==> config.mk <==
export PLATFORM = sky130hd
export DESIGN_NAME = frame_rd_sched
export DESIGN_NICKNAME = d
export VERILOG_FILES = /design/src/rtl/frame_pkg.sv /design/src/rtl/rd_skid_fifo.sv /design/src/rtl/frame_rd_sched.sv
export SDC_FILE = /design/constraint.sdc
export NUM_CORES = 1
export LEC_CHECK = 0
export ABC_AREA = 1
export CORE_ASPECT_RATIO = 1.2
export CORE_MARGIN = 4
export CORE_UTILIZATION = 40
export CTS_BUF_LIST = sky130_fd_sc_hd__clkbuf_4
export CTS_CLUSTER_SIZE = 8
export DETAILED_ROUTE_END_ITERATION = 6
export GPL_TIMING_DRIVEN = 0
export PLACE_DENSITY = 0.76
export SETUP_SLACK_MARGIN = 0.1
export SLEW_MARGIN = 40
export SYNTH_ARGS = -nofsm -noshare
export SYNTH_HDL_FRONTEND = slang
export SYNTH_SLANG_ARGS = --single-unit
==> constraint.sdc <==
create_clock -name i_clk -period 4 [get_ports i_clk]
set_input_delay 1.2 -clock i_clk [delete_from_list [all_inputs] [get_ports i_clk]]
set_output_delay 1.2 -clock i_clk [all_outputs]
set_load 0.01 [all_outputs]
==> src/rtl/frame_pkg.sv <==
// Shared constants and types for the frame-buffer read sequencer.
package frame_pkg;

  localparam int unsigned H_ACT     = 480;
  localparam int unsigned V_ACT     = 272;
  localparam int unsigned FRAME_PIX = H_ACT * V_ACT;
  localparam int unsigned ADDR_W    = 17;
  localparam int unsigned DATA_W    = 24;

  typedef enum logic [1:0] {
    IDLE  = 2'd0,
    RUN   = 2'd1,
    DRAIN = 2'd2
  } state_e;

  // Stream markers that travel with each pixel through the skid FIFO
  typedef struct packed {
    logic sof;
    logic eol;
    logic eof;
  } mark_s;

endpackage

==> src/rtl/rd_skid_fifo.sv <==
// Two-entry synchronous FIFO absorbing the buffer read latency; flush clears pointers.
module rd_skid_fifo #(
  parameter int unsigned WIDTH = 27
) (
  input  logic             i_clk,
  input  logic             i_rst_n,
  input  logic             i_flush,
  input  logic             i_push,
  input  logic [WIDTH-1:0] i_data,
  input  logic             i_pop,
  output logic [1:0]       o_count,
  output logic             o_empty,
  output logic [WIDTH-1:0] o_head
);

  logic [WIDTH-1:0] mem_q [2];
  logic             wr_ptr_q;
  logic             rd_ptr_q;
  logic [1:0]       count_q;
  logic             do_push;
  logic             do_pop;

  assign do_pop  = i_pop && (count_q != 2'd0);
  assign do_push = i_push && ((count_q != 2'd2) || do_pop);

  always_ff @(posedge i_clk or negedge i_rst_n) begin
    if (!i_rst_n) begin
      mem_q[0] <= '0;
      mem_q[1] <= '0;
      wr_ptr_q <= 1'b0;
      rd_ptr_q <= 1'b0;
      count_q  <= 2'd0;
    end else if (i_flush) begin
      wr_ptr_q <= 1'b0;
      rd_ptr_q <= 1'b0;
      count_q  <= 2'd0;
    end else begin
      if (do_push) begin
        mem_q[wr_ptr_q] <= i_data;
        wr_ptr_q        <= ~wr_ptr_q;
      end
      if (do_pop) begin
        rd_ptr_q <= ~rd_ptr_q;
      end
      count_q <= count_q + 2'(do_push) - 2'(do_pop);
    end
  end

  assign o_count = count_q;
  assign o_empty = (count_q == 2'd0);
  assign o_head  = mem_q[rd_ptr_q];

endmodule

==> src/rtl/frame_rd_sched.sv <==
// Walks the frame buffer read port once per frame-ready pulse and streams
// pixels downstream with SOF/EOL/EOF markers over valid/ready.
module frame_rd_sched #(
  parameter int unsigned DATA_W = frame_pkg::DATA_W,
  parameter int unsigned ADDR_W = frame_pkg::ADDR_W,
  parameter int unsigned H_ACT  = frame_pkg::H_ACT,
  parameter int unsigned V_ACT  = frame_pkg::V_ACT
) (
  input  logic              i_clk,
  input  logic              i_rst_n,
  input  logic              i_start,
  input  logic              i_abort,
  output logic              o_rd_en,
  output logic [ADDR_W-1:0] o_rd_addr,
  input  logic [DATA_W-1:0] i_rd_data,
  output logic              o_pix_valid,
  input  logic              i_pix_ready,
  output logic [DATA_W-1:0] o_pix_data,
  output logic              o_sof,
  output logic              o_eol,
  output logic              o_eof,
  output logic              o_busy,
  output logic              o_frame_done,
  output logic              o_overrun
);

  localparam int unsigned FRAME_PIX = H_ACT * V_ACT;
  localparam int unsigned X_W       = (H_ACT > 1) ? $clog2(H_ACT) : 1;
  localparam int unsigned Y_W       = (V_ACT > 1) ? $clog2(V_ACT) : 1;
  localparam int unsigned ENT_W     = DATA_W + 3;
  localparam logic [ADDR_W-1:0] LAST_ADDR = ADDR_W'(FRAME_PIX - 1);
  localparam logic [X_W-1:0]    LAST_X    = X_W'(H_ACT - 1);
  localparam logic [Y_W-1:0]    LAST_Y    = Y_W'(V_ACT - 1);

  frame_pkg::state_e state_q, state_d;
  frame_pkg::mark_s  mark_q, mark_d, mark_iss, head_mark;
  logic [ADDR_W-1:0] addr_q, addr_d;
  logic [X_W-1:0]    x_q, x_d;
  logic [Y_W-1:0]    y_q, y_d;
  logic              inflight_q, inflight_d;
  logic              done_q, done_d;
  logic              ovr_q, ovr_d;

  logic              rd_en_c;
  logic              pop;
  logic [2:0]        occ;
  logic [1:0]        fifo_count;
  logic              fifo_empty;
  logic [ENT_W-1:0]  fifo_head;

  rd_skid_fifo #(
    .WIDTH(ENT_W)
  ) u_fifo (
    .i_clk   (i_clk),
    .i_rst_n (i_rst_n),
    .i_flush (i_abort),
    .i_push  (inflight_q),
    .i_data  ({mark_q, i_rd_data}),
    .i_pop   (pop),
    .o_count (fifo_count),
    .o_empty (fifo_empty),
    .o_head  (fifo_head)
  );

  // Occupancy after this cycle's pop: FIFO entries plus the read still in flight
  assign pop     = !fifo_empty && i_pix_ready;
  assign occ     = 3'(fifo_count) + 3'(inflight_q) - 3'(pop);
  assign rd_en_c = (state_q == frame_pkg::RUN) && (occ < 3'd2);

  assign mark_iss.sof = (x_q == '0) && (y_q == '0);
  assign mark_iss.eol = (x_q == LAST_X);
  assign mark_iss.eof = (x_q == LAST_X) && (y_q == LAST_Y);

  always_comb begin
    state_d    = state_q;
    addr_d     = addr_q;
    x_d        = x_q;
    y_d        = y_q;
    mark_d     = mark_q;
    inflight_d = rd_en_c;
    done_d     = 1'b0;
    ovr_d      = i_start && (state_q != frame_pkg::IDLE);

    if (rd_en_c) begin
      mark_d = mark_iss;
      if (addr_q != LAST_ADDR) begin
        addr_d = addr_q + ADDR_W'(1);
        if (x_q == LAST_X) begin
          x_d = '0;
          y_d = y_q + Y_W'(1);
        end else begin
          x_d = x_q + X_W'(1);
        end
      end
    end

    unique case (state_q)
      frame_pkg::IDLE: begin
        if (i_start) begin
          state_d = frame_pkg::RUN;
          addr_d  = '0;
          x_d     = '0;
          y_d     = '0;
        end
      end
      frame_pkg::RUN: begin
        if (rd_en_c && (addr_q == LAST_ADDR)) begin
          state_d = frame_pkg::DRAIN;
        end
      end
      frame_pkg::DRAIN: begin
        // Nothing in flight and the FIFO empties this cycle
        if (!inflight_q && (fifo_count == 2'(pop))) begin
          state_d = frame_pkg::IDLE;
          done_d  = 1'b1;
        end
      end
      default: state_d = frame_pkg::IDLE;
    endcase

    if (i_abort) begin
      state_d    = frame_pkg::IDLE;
      addr_d     = '0;
      x_d        = '0;
      y_d        = '0;
      inflight_d = 1'b0;
      done_d     = 1'b0;
    end
  end

  always_ff @(posedge i_clk or negedge i_rst_n) begin
    if (!i_rst_n) begin
      state_q    <= frame_pkg::IDLE;
      addr_q     <= '0;
      x_q        <= '0;
      y_q        <= '0;
      mark_q     <= '0;
      inflight_q <= 1'b0;
      done_q     <= 1'b0;
      ovr_q      <= 1'b0;
    end else begin
      state_q    <= state_d;
      addr_q     <= addr_d;
      x_q        <= x_d;
      y_q        <= y_d;
      mark_q     <= mark_d;
      inflight_q <= inflight_d;
      done_q     <= done_d;
      ovr_q      <= ovr_d;
    end
  end

  assign head_mark    = frame_pkg::mark_s'(fifo_head[ENT_W-1:DATA_W]);
  assign o_rd_en      = rd_en_c;
  assign o_rd_addr    = addr_q;
  assign o_pix_valid  = !fifo_empty;
  assign o_pix_data   = fifo_head[DATA_W-1:0];
  assign o_sof        = !fifo_empty && head_mark.sof;
  assign o_eol        = !fifo_empty && head_mark.eol;
  assign o_eof        = !fifo_empty && head_mark.eof;
  assign o_busy       = (state_q != frame_pkg::IDLE);
  assign o_frame_done = done_q;
  assign o_overrun    = ovr_q;

endmodule

After elaboration in Yosys (flattened, before gate mapping)
Index checks and enable logic that the tools add are counted.

operators by class
  add/subtract/negate cells = 7
  reduce and logical (&&, ||, !) cells = 26
  order comparisons = 4
  bitwise operators = 5
  equal/unequal tests = 11
  multiplexer cells = 37

operators with widths
  cell                     number
  $mux W27                 4
  $mux W9                  12
  $mux W17                 5
  $bwmux W54               1
  $demux W27 S1            1
  $add A9 B1 Y9 const B    2
  $eq A9 B9 Y1 const B     2
  $logic_not A9 Y1         2
  $add A17 B1 Y17 const B  1
  $eq A17 B17 Y1 const B   1
  $ne A17 B17 Y1 const B   1
  $logic_and A1 B1 Y1      13
  $mux W2                  5
  $mux W1                  8
  $reduce_bool A2 Y1       4
  $ne A3 B3 Y1 const B     2
  $pmux W2 S3              1
  $ge A2 B2 Y1 const B     2
  $logic_not A2 Y1         2
  $not A1 Y2               2
  $add A2 B1 Y3            1
  $lt A3 B2 Y1 const B     1
  $ne A3 B2 Y1 const B     1
  $not A1 Y1               3
  other kinds (12)         13

word-level totals
  bits in registers = 101
  output and inout bits = 49
  input port bits = 29

Longest topological paths before layout
  depth in word-level cells = 10
  gate-level depth with buffers = 15
  depth with buffers taken out = 15

Cells and area by module
Synthesis repeated with hierarchy kept, for this count alone.

unflattened totals
  cell total of the unflattened synthesis = 736
  area total of the unflattened synthesis = 5,625.4 sq um

modules (own cells, without submodules)
  module          cells each  area an instance (sq um)  times used
  rd_skid_fifo    359         2,949.1                   1
  frame_rd_sched  377         2,676.3                   1

Worst setup path before layout
OpenSTA, ideal clock, no wires.

  path kind = input to output
  from = input port i_pix_ready
  to = output port o_rd_en
  data arrival time = 2.738 ns
  path buffers = 1
  setup slack = 0.062 ns
  cell stages on the path = 11
  path through = inv_1 -> nor2_1 -> ha_1 -> inv_1 -> nand2_1 -> fa_1 -> inv_1 -> nor2_2 -> nand2_4 -> inv_2 -> buf_6

on the way
  cells in the longest elaborated chain, start to end = 4

ends and longest elaborated chain
  item                 RTL line              text
  from (decl)          frame_rd_sched.sv:17  input logic i_pix_ready,
  $logic_and A1 B1 Y1  frame_rd_sched.sv:66  assign pop = !fifo_empty && i_pix_ready;
  $sub A3 B1 Y3        frame_rd_sched.sv:67  assign occ = 3'(fifo_count) + 3'(inflight_q) - 3'(pop);
  $lt A3 B2 Y1         frame_rd_sched.sv:68  assign rd_en_c = (state_q == frame_pkg::RUN) && (occ < 3'd2);
  $logic_and A1 B1 Y1  frame_rd_sched.sv:68
  to (decl)            frame_rd_sched.sv:13  output logic o_rd_en,

Every way passes these cells.

Worst setup path after layout
Same ends and word-level chain as after synthesis.

==> results.md <==
Run status:
- The flow ran to the end, and the final reports show no timing, DRC or antenna violations.

Floorplanning:
- The chip height is 133 um.
- The count of boundary I/O pins is 78.
- The number of standard-cell rows in the floorplan is between 40 and 50.
- The core area is roughly 0.013 sq mm.
- The die is 112 um wide.
- The area of the die is 0.0148 sq mm.
- Once the floorplan was initialized, standard cells occupied between 40 and 50% of the core.

STA:
- Setup violations remaining at the end of the flow were counted as 0.
- The number of pins exceeding their max-slew limit in the final report came to 0.
- The minimum clock period is 3.97 ns.
- The total count of hold-check failures in the final report was 0.
- At the pin with the least slew margin, the transition time is 0.554 ns.
- After layout, the worst path uses just under 100% of the clock period.
- The minimum setup slack in the final design is 0.0273 ns.
- The relative slew slack is a little over three fifths.
- The clock tree skew after final layout is 0.0103 ns.
- The fmax is 252 MHz.
- Setup repair after global routing could not meet its margin everywhere.

Synth:
- Sorting the synthesized cells by area gives the leading types as dfrtp_1 (49%), nand2_1 (16%), o21ai_0 (6.5%).
- The sequential-to-total area share from yosys stat is roughly half.
- The post-synthesis cell type count is 34.
- Summing every instance area after synthesis gives 0.00518 sq mm.
- The share of synthesized flip-flops with an asynchronous set or reset is 100%.
- The average instance in the mapped netlist occupies 7.65 sq um.
- The largest area contributor in the synthesized netlist is dfrtp_1.
- The post-synthesis register bit count is 101.
- For this run, the number of Yosys warnings is 0.
- The synthesized design contains 0 enable-type register cells.
- After technology mapping, the gate count stands at 677.
- The portion of synthesized cell area occupied by the leading cell type is 48.8%.
- The number of nets in the synthesized netlist is 715.
- The dominant register cell in the synthesized netlist is dfrtp_1.

Global route:
- The initial antenna violation count came to 0.
- For this run, the total global-route usage over all layers was measured as around 18%.
- Entering global routing, the biggest net connects ~60 pins.
- The leftover overflow at the end of global routing is 0.
- The first global-routing pass estimated 22400 um of wire.
- The via count of the first global-routing pass is 4659.

Setup path:
- The nature of the critical path startpoint is an input port.
- The beginning of the critical path is i_pix_ready.
- By startpoint and endpoint, the worst setup path is classified as input port to output pin.
- Along the worst path, the maximum fanout reaches 2.
- The worst register-to-register path ends at u_fifo.o_count[1].
- STA puts the critical path data arrival time at between 2 and 3 ns.
- The required time of the critical path is 2.80 ns.
- The capture point of the critical path is o_rd_en.
- Measured in cells, the most critical reg-to-reg path has a length of 24.
- The worst setup slack for register-to-register paths is around 0.34 ns.
- The worst flop-to-flop path startpoint is u_fifo.o_count[1].
- STA classifies the critical path endpoint as an output pin.

Cells and area:
- After the last flow step, the layout net total stands at 830.
- For this run, the number of standard cells in the final layout without fillers is 961.
- Relative to the synthesized area, the layout overhead comes to 27.0%.
- Cells fill approximately 52% of the core in the end.
- In the final layout, the share of cells above drive strength 1 is 12.2%.
- The repair_antennas step left the layout with diodes totalling 0.

Clock tree:
- The number of clock buffers added by TritonCTS is 9.
- TritonCTS built the clock tree.
- The root buffer cell chosen for the clock tree is clkbuf_4.
- For this design, the CTS-stage hold fixing added 0 buffers.
- The clock passes through at most 2 buffers.
- The maximum level of the CTS H-tree is 3.
- For the worst-skew pair, the clock arrives at the later sink with an insertion delay of roughly 0.46 ns.
- After clock tree synthesis, the clock-pin slew on the worst setup and hold paths is between 0.15 and 0.2 ns.
- The total number of clock tree sinks is 101.

Drt:
- The overall via count from detail_route is 4675.
- The detailed-route wire length is between 10000 and 15000 um.
- For this run, the detailed router's first-pass iteration total came to 5.
- Once detail routing completed, the nets flagged for antenna violations numbered 0.
- The number of design rule violations left after detail routing is 0.
- After the first detailed-routing iteration, the DRC count stood at 296.
- The detail-routed via count per cell is between 4 and 5.
- The routed wirelength normalized by instance count is approximately 14 um.

Place:
- Once placement completed, the tool counted placed cells totaling 919.
- In this run the tool buffered the top-level ports with 77 buffer cells.
- The placer's final routability congestion estimate is around 0.82.
- The total half-perimeter wirelength after legalization and detailed placement is 8790 um.
- Timing analysis after detailed placement gives a worst setup slack of -1.11 ns.

Run:
- The tool flagged a number of max-cap violations equal to 0.

Worst hold path:
- The worst hold-check path type is flip-flop to flip-flop.

Pwr:
- The worst voltage drop across the vdd grid is 0.363 mV.
- Dividing total power by cell area gives a power density of 598 mW/mm^2.
- Summed over all cells, the static leakage comes to roughly 3.1 nW.
## kinds of logic after synthesis
family | count (synthesis) | synth area share (%)
buffers and inverters | 107 | 8.80
and+or+nand+nor | 359 | 29.5
xor gates and xnor gates | 3 | 0.653
DFF | 101 | 48.8
AOI/OAI and AO/OA | 98 | 9.86
adders and majority gates | 9 | 2.32
## where the power goes
group          switching, mW  internal, mW
clock                  0.363         0.145
sequential             0.187          1.30
combinational           1.02         0.925
## layout make-up
class | count | area, sq um
multi-input cells | 469 | 2240
clock buffers | 10 | 75.1
plain buffers | 24 | 148
fillers | 1211 | 6090
inverters | 83 | 319
repair buffers | 104 | 1000
flip-flops and latches | 101 | 2530
clock inverters | 6 | 52.6
well taps | 164 | 205
## synthesized netlist by cell type, types with 2 or more instances
master	n
ha_1	8
nor4_1	2
inv_2	4
nor2_2	6
clkbuf_1	10
nor3_1	6
nand3b_1	2
o21bai_1	4
a21oi_1	15
buf_6	6
nand3_2	5
nor2_1	70
inv_1	78
buf_2	7
nand3_1	29
nor2_4	3
nand2_2	5
nand4_1	9
nand2_1	219
o21ai_0	67
dfrtp_1	101
o21ai_1	9
## worst min path at each step
stage / from / to / cells past startpoint
final: state_q[0] / o_frame_done / 1
after detailed placement: state_q[0] / o_frame_done / 1
after floorplan: u_fifo.mem_q[23] / u_fifo.mem_q[23] / 2
after global placement: u_fifo.mem_q[23] / u_fifo.mem_q[23] / 2
after CTS: state_q[0] / o_frame_done / 1
after global routing: u_fifo.mem_q[20] / u_fifo.mem_q[20] / 2
## metrics by stage
step                TNS, ns  total power, mW  area (sq um)  hold WS, ns
floorplan                 0             2.44          5180        0.453
global placement    -213.68             3.12          6160        0.465
detailed placement    -1.11             3.15          6190        0.472
CTS                       0             3.90          6560        0.490
global route        -0.0691             4.24          6580        0.526
finish                    0             3.93          6580        0.503
## registers in the layout, summed over array words and instances, names as in the netlist
name / cells
u_fifo.o_count: 2
inflight_q: 1
o_rd_addr: 17
x_q: 9
u_fifo.rd_ptr_q: 1
o_frame_done: 1
u_fifo.mem_q: 54
y_q: 9
mark_q: 3
o_overrun: 1
u_fifo.wr_ptr_q: 1
state_q: 2
## worst max-delay path: stages
cell     delay (ns)
buf_8          0.08
inv_4          0.03
nor2_4         0.12
ha_4           0.22
inv_4          0.05
nand2_2        0.04
fa_1           0.49
inv_1          0.06
nor2_2         0.14
nand2_4        0.08
inv_4          0.07
buf_8          0.09
buf_6          0.09
## routing by layer
metal	global-route usage, %	up-vias	wire length, um
met2	31.5	135	6480
met3	2.65	19	622
met4	6.83	0	254
li1	-	2350	-
met1	23.3	2171	5760
met5	0	-	0
## what timing repair did
item,CTS,global route
resized for setup,21,5
buffers inserted,27,2
gates cloned,0,0
hold endpoints to repair,0,0
endpoints found under the setup margin,1,3
pin swaps,5,6
## cells in the final DEF (no fill, tap or decap), types with 3 or more instances in the layout
cell type	n
a21oi_1	14
buf_2	7
buf_4	26
buf_6	6
buf_8	3
clkbuf_1	10
clkbuf_4	10
clkdlybuf4s50_1	74
dfrtp_1	101
ha_1	6
inv_1	76
inv_2	3
inv_4	3
nand2_1	218
nand2_2	6
nand3_1	29
nand3_2	5
nand4_1	9
nor2_1	68
nor2_2	6
nor2_4	5
nor3_1	6
o21ai_0	66
o21ai_1	9
o21bai_1	4
No activity file was read; power rests on OpenSTA's default activity.
